File: src/rtl/load_store_unit_pkg.sv
// Shared core types for the load/store unit: memory-op strobe, register writeback,
// bus request bundle, LSU state encoding and funct3 decode helpers.
package corePckg;

  localparam int cXLEN = 32;

  typedef struct packed {
    logic [cXLEN-1:0] addr;
    logic [cXLEN-1:0] data;
    logic [4:0]       rdAddr;
    logic [2:0]       opType;
    logic             read;
    logic             write;
  } tMemOp;

  typedef struct packed {
    logic [4:0]       addr;
    logic [cXLEN-1:0] data;
    logic             dv;
  } tRegOp;

  typedef struct packed {
    logic             req;
    logic             we;
    logic [cXLEN-1:0] addr;
    logic [3:0]       be;
    logic [cXLEN-1:0] wdata;
  } tMemBus;

  typedef enum logic [1:0] {
    LSU_IDLE     = 2'd0,
    LSU_REQ      = 2'd1,
    LSU_WAIT_RSP = 2'd2,
    LSU_WB       = 2'd3
  } tLsuState;

  localparam logic [2:0] cLB  = 3'b000;
  localparam logic [2:0] cLH  = 3'b001;
  localparam logic [2:0] cLW  = 3'b010;
  localparam logic [2:0] cLBU = 3'b100;
  localparam logic [2:0] cLHU = 3'b101;
  localparam logic [2:0] cSB  = 3'b000;
  localparam logic [2:0] cSH  = 3'b001;
  localparam logic [2:0] cSW  = 3'b010;

  // Illegal funct3 values are folded into the alignment check so both are dropped alike.
  function automatic logic lsu_op_ok(input logic [2:0] f3, input logic is_store,
                                     input logic [1:0] lo);
    logic ok;
    ok = 1'b0;
    case (f3)
      cLB:     ok = 1'b1;
      cLH:     ok = !lo[0];
      cLW:     ok = (lo == 2'b00);
      cLBU:    ok = !is_store;
      cLHU:    ok = !is_store && !lo[0];
      default: ok = 1'b0;
    endcase
    return ok;
  endfunction

  function automatic logic [3:0] lsu_store_be(input logic [2:0] f3, input logic [1:0] lo);
    logic [3:0] be;
    case (f3)
      cSB:     be = 4'b0001 << lo;
      cSH:     be = 4'b0011 << {lo[1], 1'b0};
      default: be = 4'b1111;
    endcase
    return be;
  endfunction

  function automatic logic [cXLEN-1:0] lsu_store_data(input logic [2:0] f3,
                                                      input logic [cXLEN-1:0] d);
    logic [cXLEN-1:0] w;
    case (f3)
      cSB:     w = {4{d[7:0]}};
      cSH:     w = {2{d[15:0]}};
      default: w = d;
    endcase
    return w;
  endfunction

endpackage

File: src/rtl/load_store_unit_load_align.sv
// Picks the addressed byte/half out of a read word and sign- or zero-extends it.
module lsu_load_align
  import corePckg::*;
(
  input  logic [2:0]       funct3,
  input  logic [1:0]       addr,
  input  logic [cXLEN-1:0] rdata,
  output logic [cXLEN-1:0] data
);

  logic [7:0]  byte_lane;
  logic [15:0] half_lane;

  always_comb begin
    byte_lane = rdata[7:0];
    case (addr)
      2'd0:    byte_lane = rdata[7:0];
      2'd1:    byte_lane = rdata[15:8];
      2'd2:    byte_lane = rdata[23:16];
      default: byte_lane = rdata[31:24];
    endcase
    half_lane = addr[1] ? rdata[31:16] : rdata[15:0];
    case (funct3)
      cLB:     data = {{24{byte_lane[7]}}, byte_lane};
      cLH:     data = {{16{half_lane[15]}}, half_lane};
      cLBU:    data = {24'd0, byte_lane};
      cLHU:    data = {16'd0, half_lane};
      default: data = rdata;
    endcase
  end

endmodule

File: src/rtl/load_store_unit.sv
// Single-outstanding load/store unit: turns an execute-stage strobe into one data-bus
// transaction and returns aligned load data as a register writeback.
module load_store_unit
  import corePckg::*;
#(
  parameter int pTimeout = 64,
  parameter int pCntW    = $clog2(pTimeout + 1)
) (
  input  logic             iClk,
  input  logic             iRst,
  input  tMemOp            iMemOp,
  output logic             oBusy,
  output logic             oMemReq,
  input  logic             iMemGnt,
  output logic             oMemWe,
  output logic [cXLEN-1:0] oMemAddr,
  output logic [3:0]       oMemBe,
  output logic [cXLEN-1:0] oMemWData,
  input  logic             iMemRValid,
  input  logic [cXLEN-1:0] iMemRData,
  output tRegOp            oRegWB,
  output logic             oMisaligned,
  output logic             oBusErr,
  output logic             oOverrun,
  output tLsuState         oState
);

  tLsuState         state;
  tMemBus           bus;
  logic [pCntW-1:0] cnt;
  logic [2:0]       f3_q;
  logic [1:0]       lane_q;
  logic [4:0]       rd_q;
  logic [cXLEN-1:0] aligned;
  logic             strobe;

  assign strobe = iMemOp.read | iMemOp.write;

  lsu_load_align u_align (
    .funct3 (f3_q),
    .addr   (lane_q),
    .rdata  (iMemRData),
    .data   (aligned)
  );

  always_ff @(posedge iClk) begin
    if (iRst) begin
      state       <= LSU_IDLE;
      bus         <= '0;
      cnt         <= '0;
      f3_q        <= '0;
      lane_q      <= '0;
      rd_q        <= '0;
      oRegWB      <= '0;
      oMisaligned <= 1'b0;
      oBusErr     <= 1'b0;
      oOverrun    <= 1'b0;
    end else begin
      oMisaligned <= 1'b0;
      oBusErr     <= 1'b0;
      oOverrun    <= 1'b0;
      oRegWB.dv   <= 1'b0;
      if (strobe && state != LSU_IDLE) oOverrun <= 1'b1;

      case (state)
        LSU_IDLE: begin
          if (strobe) begin
            if (!lsu_op_ok(iMemOp.opType, iMemOp.write, iMemOp.addr[1:0])) begin
              oMisaligned <= 1'b1;
            end else begin
              f3_q      <= iMemOp.opType;
              lane_q    <= iMemOp.addr[1:0];
              rd_q      <= iMemOp.rdAddr;
              bus.req   <= 1'b1;
              bus.we    <= iMemOp.write;
              bus.addr  <= {iMemOp.addr[cXLEN-1:2], 2'b00};
              bus.be    <= iMemOp.write ? lsu_store_be(iMemOp.opType, iMemOp.addr[1:0])
                                        : 4'b1111;
              bus.wdata <= iMemOp.write ? lsu_store_data(iMemOp.opType, iMemOp.data)
                                        : '0;
              state     <= LSU_REQ;
            end
          end
        end
        LSU_REQ: begin
          if (iMemGnt) begin
            bus.req <= 1'b0;
            bus.we  <= 1'b0;
            if (bus.we) begin
              state <= LSU_IDLE;
            end else begin
              cnt   <= '0;
              state <= LSU_WAIT_RSP;
            end
          end
        end
        LSU_WAIT_RSP: begin
          // Data arriving on the final allowed cycle still wins over the timeout.
          if (iMemRValid) begin
            oRegWB.addr <= rd_q;
            oRegWB.data <= aligned;
            oRegWB.dv   <= (rd_q != 5'd0);
            state       <= LSU_WB;
          end else if (cnt == pCntW'(pTimeout)) begin
            oBusErr <= 1'b1;
            state   <= LSU_IDLE;
          end else begin
            cnt <= cnt + pCntW'(1);
          end
        end
        default: state <= LSU_IDLE;
      endcase
    end
  end

  assign oBusy     = (state != LSU_IDLE);
  assign oState    = state;
  assign oMemReq   = bus.req;
  assign oMemWe    = bus.we;
  assign oMemAddr  = bus.addr;
  assign oMemBe    = bus.be;
  assign oMemWData = bus.wdata;

endmodule

File: config.mk
export PLATFORM = sky130hd
export DESIGN_NAME = load_store_unit
export DESIGN_NICKNAME = d
export VERILOG_FILES = /design/src/rtl/load_store_unit_pkg.sv /design/src/rtl/load_store_unit_load_align.sv /design/src/rtl/load_store_unit.sv
export SDC_FILE = /design/constraint.sdc
export NUM_CORES = 1
export LEC_CHECK = 0
export CAP_MARGIN = 20
export CORE_UTILIZATION = 44
export DETAILED_ROUTE_END_ITERATION = 10
export PLACE_DENSITY_LB_ADDON = 0.12
export SYNTH_ARGS = -nofsm -noshare
export SYNTH_HDL_FRONTEND = slang
export SYNTH_SLANG_ARGS = --single-unit
File: constraint.sdc
create_clock -name iClk -period 2.3 [get_ports iClk]
set_clock_uncertainty 0.05 [all_clocks]
set_input_delay 0.46 -clock iClk [delete_from_list [all_inputs] [get_ports iClk]]
set_output_delay 0.46 -clock iClk [all_outputs]
set_load 0.05 [all_outputs]
After elaboration in Yosys (flattened, before gate mapping)
Cells that the tools add are included.

storage, ports and cells
  bits in registers = 128
  output and inout bits = 114

operators by class
  eq/ne operators = 19
  reductions and logical operators = 21
  add/subtract/negate cells = 1
  shift-type cells = 2
  multiplexer cells = 30
  bitwise gates (word level) = 5

operator list
  operator                                              count
  two-way mux 70 bit                                    2
  case mux 32 bit (4 select lines)                      1
  case mux 32 bit (2 select lines)                      1
  two-way mux 32 bit                                    1
  two-way mux 7 bit                                     4
  case mux 8 bit (3 select lines)                       1
  two-way mux 16 bit                                    1
  two-way mux 2 bit                                     7
  case mux 7 bit (2 select lines)                       1
  equality test 3 bit (second input constant)           4
  != test 2 bit (second input constant)                 6
  OR reduction 3 bit                                    3
  case mux 4 bit (2 select lines)                       1
  AND reduction 4 bit                                   2
  adder 7 x 1 -> 7 bit (second input constant)          1
  equality test 7 bit (second input constant)           1
  equality test 3 x 1 -> 1 bit (second input constant)  2
  zero test 2 bit                                       3
  zero test 3 bit                                       2
  two-way mux 1 bit                                     6
  case mux 2 bit (3 select lines)                       1
  nonzero test 2 bit                                    3
  case mux 1 bit (5 select lines)                       1
  AND reduction 5 bit                                   1
  other kinds (15)                                      22

Depth between registers and ports, before layout
Gate-level depths: netlist of run 1.

  depth after elaboration = 9
  mapped depth = 7
  depth with buffers taken out = 6

By module
From an unflattened synthesis of run 1, not the netlist that was laid out.

second synthesis, totals
  cell total of the unflattened synthesis = 751
  area total of the unflattened synthesis = 5,796.8 µm²

modules (own cells, without submodules)
  module           cells each  area an instance (µm²)  times used
  load_store_unit  620         5,073.6                 1
  lsu_load_align   131         723.2                   1

Worst setup path before layout of run 1
Ideal clock, no wire load.

  path kind = flip-flop to flip-flop
  start = reg state[1] (netlist: oState[1])
  end = reg cnt[2]
  period minus slack after synthesis = 1.910 ns
  data required time = 2.132 ns
  path slack = 0.390 ns
  buffers on the path = 0
  library setup time = 0.118 ns
  stages on the path, launching flop included = 6
  arrival = 1.742 ns
  cell sequence = dfxtp_1 or3b_2 a31oi_1 o21ai_1 xor2_1 nor2_1

on the way
  longest elaborated chain between the ends = 3
  elaborated cells on any way between the ends = 9

RTL lines
  element                                                              line                    text
  from (decl)                                                          load_store_unit.sv:28   tLsuState state;
  from (signal assigned)                                               load_store_unit.sv:48   state <= LSU_IDLE;
  from (signal assigned)                                               load_store_unit.sv:81   state <= LSU_REQ;
  from (signal assigned)                                               load_store_unit.sv:90   state <= LSU_IDLE;
  equality test 2 bit or equality test 2 x 1 -> 1 bit (tied branches)  load_store_unit.sv:65   case (state)
  != test 2 bit (no line) or nonzero test 2 bit (tied branches)        -
  AND reduction 5 bit (no line)                                        -
  to (signal assigned)                                                 load_store_unit.sv:108  cnt <= cnt + pCntW'(1);
  to (decl)                                                            load_store_unit.sv:30   logic [pCntW-1:0] cnt;

Parallel ways exist; a longest one is shown, timed or not.
A chain may end at the register's enable or synchronous reset.

Final worst setup path of run 1
  start = reg state[0] (netlist: oState[0])
  end = out oState[0]

RTL lines
  element    line                   text
  to (decl)  load_store_unit.sv:25  output tLsuState oState

No word-level cell between the ends.

==> results of run 1 <==
## metal layers
| layer | share of wire [%] | up-vias | wire length [um] | track usage, % |
|---|---|---|---|---|
| met5 | 0 | - | 0 | 0 |
| met4 | 2.4 | 0 | 404 | 11.3 |
| met3 | 6.9 | 32 | 1150 | 6.67 |
| met2 | 47 | 218 | 7900 | 42.4 |
| met1 | 43 | 2578 | 7260 | 32.1 |
| li1 | - | 2741 | - | - |
## final cells by class
class	count	area, sq um
fillers	998	3600
multi-input cells	483	2720
flip-flops and latches	128	2560
repair buffers	247	2490
clock buffers	26	509
well taps	168	210
clock inverters	5	100
inverters	5	18.8
## power groups by stage
stage               Combinational, W  Sequential [W]  Clock, W
floorplan                   0.000432         0.00273         0
global placement             0.00124         0.00242         0
detailed placement           0.00125         0.00243         0
CTS                          0.00126         0.00238   0.00279
global route                 0.00133         0.00240   0.00288
finish                       0.00126         0.00238   0.00276
## state kept, by name (all words and copies together), names as in the netlist, 2 cells and up
register and flops:
oRegWB 38, oMemWData 32, oMemAddr 30, cnt 7, rd_q 5, oMemBe 4
f3_q 3, lane_q 2, oState 2
## layout by cell type (no fill, tap or decap), types with 9 or more instances in the layout
| cell | n |
|---|---|
| a211oi_1 | 29 |
| mux2_2 | 23 |
| o21ai_0 | 43 |
| nand3b_1 | 24 |
| mux2i_1 | 9 |
| clkdlybuf4s50_1 | 219 |
| nor2_1 | 44 |
| nand2_1 | 136 |
| nand3_1 | 20 |
| a21oi_1 | 85 |
| clkbuf_16 | 17 |
| dfxtp_1 | 128 |
| buf_4 | 21 |
## metrics by stage
stage	utilization (%)	hold slack, ns	power (W)
after floorplan	-	0.386	0.00316
after global placement	65.5	0.391	0.00366
after detailed placement	65.5	0.397	0.00368
after CTS	70.5	0.404	0.00643
after global routing	70.5	0.422	0.00661
final	70.5	0.401	0.00640
## final timing paths
kind / startpoint / end / slack (ns)
setup / recovery: oState[0] / oState[0] / 0.11
hold / removal: oMemAddr[7] / oMemAddr[7] / 0.40
setup reg to reg: lane_q[0] / oRegWB[4] / 0.43
hold reg to reg: oMemAddr[7] / oMemAddr[7] / 0.40
## logic make-up after synthesis
group                    synth area share [%]
adder cells (fa/ha/maj)                 0.448
AO/OA/AOI/OAI                            19.3
other                                  0.0672
flip-flops                               45.9
multiplexers                             6.25
buffers and inverters                    5.76
AND/OR/NAND/NOR                          21.5
XOR/XNOR                                0.784
==> Flow_metrics.wiki, run 1 <==
{| class="wikitable"
! Metric !! Value
|-
| Effective utilization at floorplan || 45.7%
|-
| Power per cell area || 744 nW/um^2
|-
| Post-synth EDFFs || 0
|-
| Max-slew headroom at the worst pin || 61.6%
|-
| Outcome || finished clean
|-
| Kind of end point of the critical path || output port
|-
| Worst min-delay path category || reg2reg
|-
| NumNets Final || 994
|-
| Proportion of layout cells with a drive suffix above 1 || 9.84%
|-
| Clock Sink Count || 128
|-
| Share of the clock period used by the worst path after layout || 95.1%
|-
| HPWL reported at the end of detailed placement || 11.7 mm
|-
| Top FF cell, synth || dfxtp_1
|-
| Number of max-slew violations in the final report || 0
|-
| Unrepaired setup endpoints after global routing || false
|-
| Leading cell types by total area after synthesis || dfxtp_1, nand2_1, a21oi_1
|-
| Antenna violations before repair || 0
|-
| Fin. Hold Viols || 0
|-
| Most frequently used cell type in the post-synthesis netlist || nand2_1
|-
| Final setup TNS || 0 ns
|-
| Violation count after the first detailed-routing iteration || 389
|-
| CTS max path bufs || 2
|-
| Chain of cells forming the critical path || clkdlybuf4s50_1
|-
| Number of warning messages in the yosys log || 0
|-
| Launching element type of the critical path || flop
|-
| First-pass GRT wire length || 26.3 mm
|-
| Setup slack after layout || 0.113 ns
|-
| Leakage power total || 3.02 nW
|-
| Non-filler cells in the finished layout || 1062
|-
| Post-CTS setup buffers || 0
|-
| Fraction of power spent switching nets || 26.8%
|-
| Top-area cell type share of the netlist area || 45.9%
|-
| Worst path buffer plus inverter count || 1
|-
| Die Height || 115 um
|-
| Comb power frac || 19.7%
|-
| Clk pwr share || 43.1%
|-
| Depth of the worst hold-timing path || 2
|-
| Switching component of the power || 0.00171 W
|-
| Arrival time reported for the critical path endpoint || 1.68 ns
|-
| Final routed wire length divided by cell count || 15.7 um
|-
| Overall track demand over capacity in global routing || 25.9%
|-
| Hold-fix buffer count after cts || 0
|-
| Critical path depth in cells || 1
|-
| Worst Reg-to-Reg Cells || 5
|-
| Routability cong. || 0.837
|-
| Final non-filler cell area || 8610 sq um
|-
| Endpoints failing setup || 0
|-
| Total via count in the routed design || 5569
|-
| Diode insertion count for antenna repair || 0
|-
| Full die area || 13100 sq um
|-
| Biggest fanout along the worst timing path || 7
|-
| Total internal power || 0.00469 W
|-
| Core region area || 12200 sq um
|-
| Number of placed instances, taps included || 1031
|-
| Tmin final || 2.19 ns
|-
| Inserted Clock Buffers || 17
|-
| Setup CP Type || reg2out
|-
| Distinct cell type count of the synthesized netlist || 49
|-
| Placed Instance Area || 8000 sq um
|-
| Crit path max-delay cell type || clkdlybuf4s50_1
|-
| Number of detailed-route iterations in the first pass || 4
|-
| Cell types with the highest counts after synthesis || nand2_1, dfxtp_1, a21oi_1, nor2_1, o21ai_0
|-
| Biggest area consumer among synthesized cells || dfxtp_1
|-
| Number of standard cells after synthesis || 671
|-
| Count of input and output buffers || 221
|-
| Number of flip-flops and latches in the synthesized netlist || 128
|-
| Post-synthesis sequential area ratio || 45.9%
|-
| Routed wire length || 16.7 mm
|-
| Syn-to-layout area delta || 54.1%
|-
| Maximum level of the CTS H-tree || 4
|-
| Residual DRC count || 0
|-
| Clock slew at the register clock pins of the worst setup and hold paths || 0.05 ns
|-
| Transition time at the pin with the least slew margin || 0.569 ns
|-
| Count of standard-cell rows || 40
|-
| Insertion delay to the later sink of the worst-skew pair || 0.41 ns
|-
| TritonCTS clock tree || built
|-
| CP top delay family || buffers and inverters
|-
| Part of the total power dissipated in sequential elements || 37.3%
|-
| Via count of the first global-routing pass || 5346
|-
| Maximum number of pins on one net before global-route repair || 73
|-
| Stage delay of the slowest cell on the critical path || 0.84 ns
|-
| Post-Synthesis Mean Instance Area || 8.32 sq um
|-
| Maximum vdd drop || 0.000529 V
|-
| Horizontal extent of the die || 115 um
|-
| Post-route antenna net violation count || 0
|-
| Upper clock frequency limit || 457 MHz
|-
| Max-capacitance violation count || 0
|-
| Cts repair resizes || 0
|-
| Global-route congestion overflow total || 0
|-
| Worst-case setup slack after placement || -0.144 ns
|-
| Cell at the root of the clock tree || clkbuf_16
|-
| Data required time of the worst path || 1.79 ns
|-
| Ys async rst share || 0%
|-
| Number of top-level design ports || 224
|-
| Number of vias per cell after detailed routing || 5.24
|-
| Netlist area before placement || 5580 sq um
|}
No activity file was read; power rests on OpenSTA's default activity.
==> run 2: changes to the inputs <==
Settings changed: GPL_ROUTABILITY_DRIVEN set to 1.
==> results of run 2 <==
The final DEF is identical to that of run 1; final timing and power are the same.
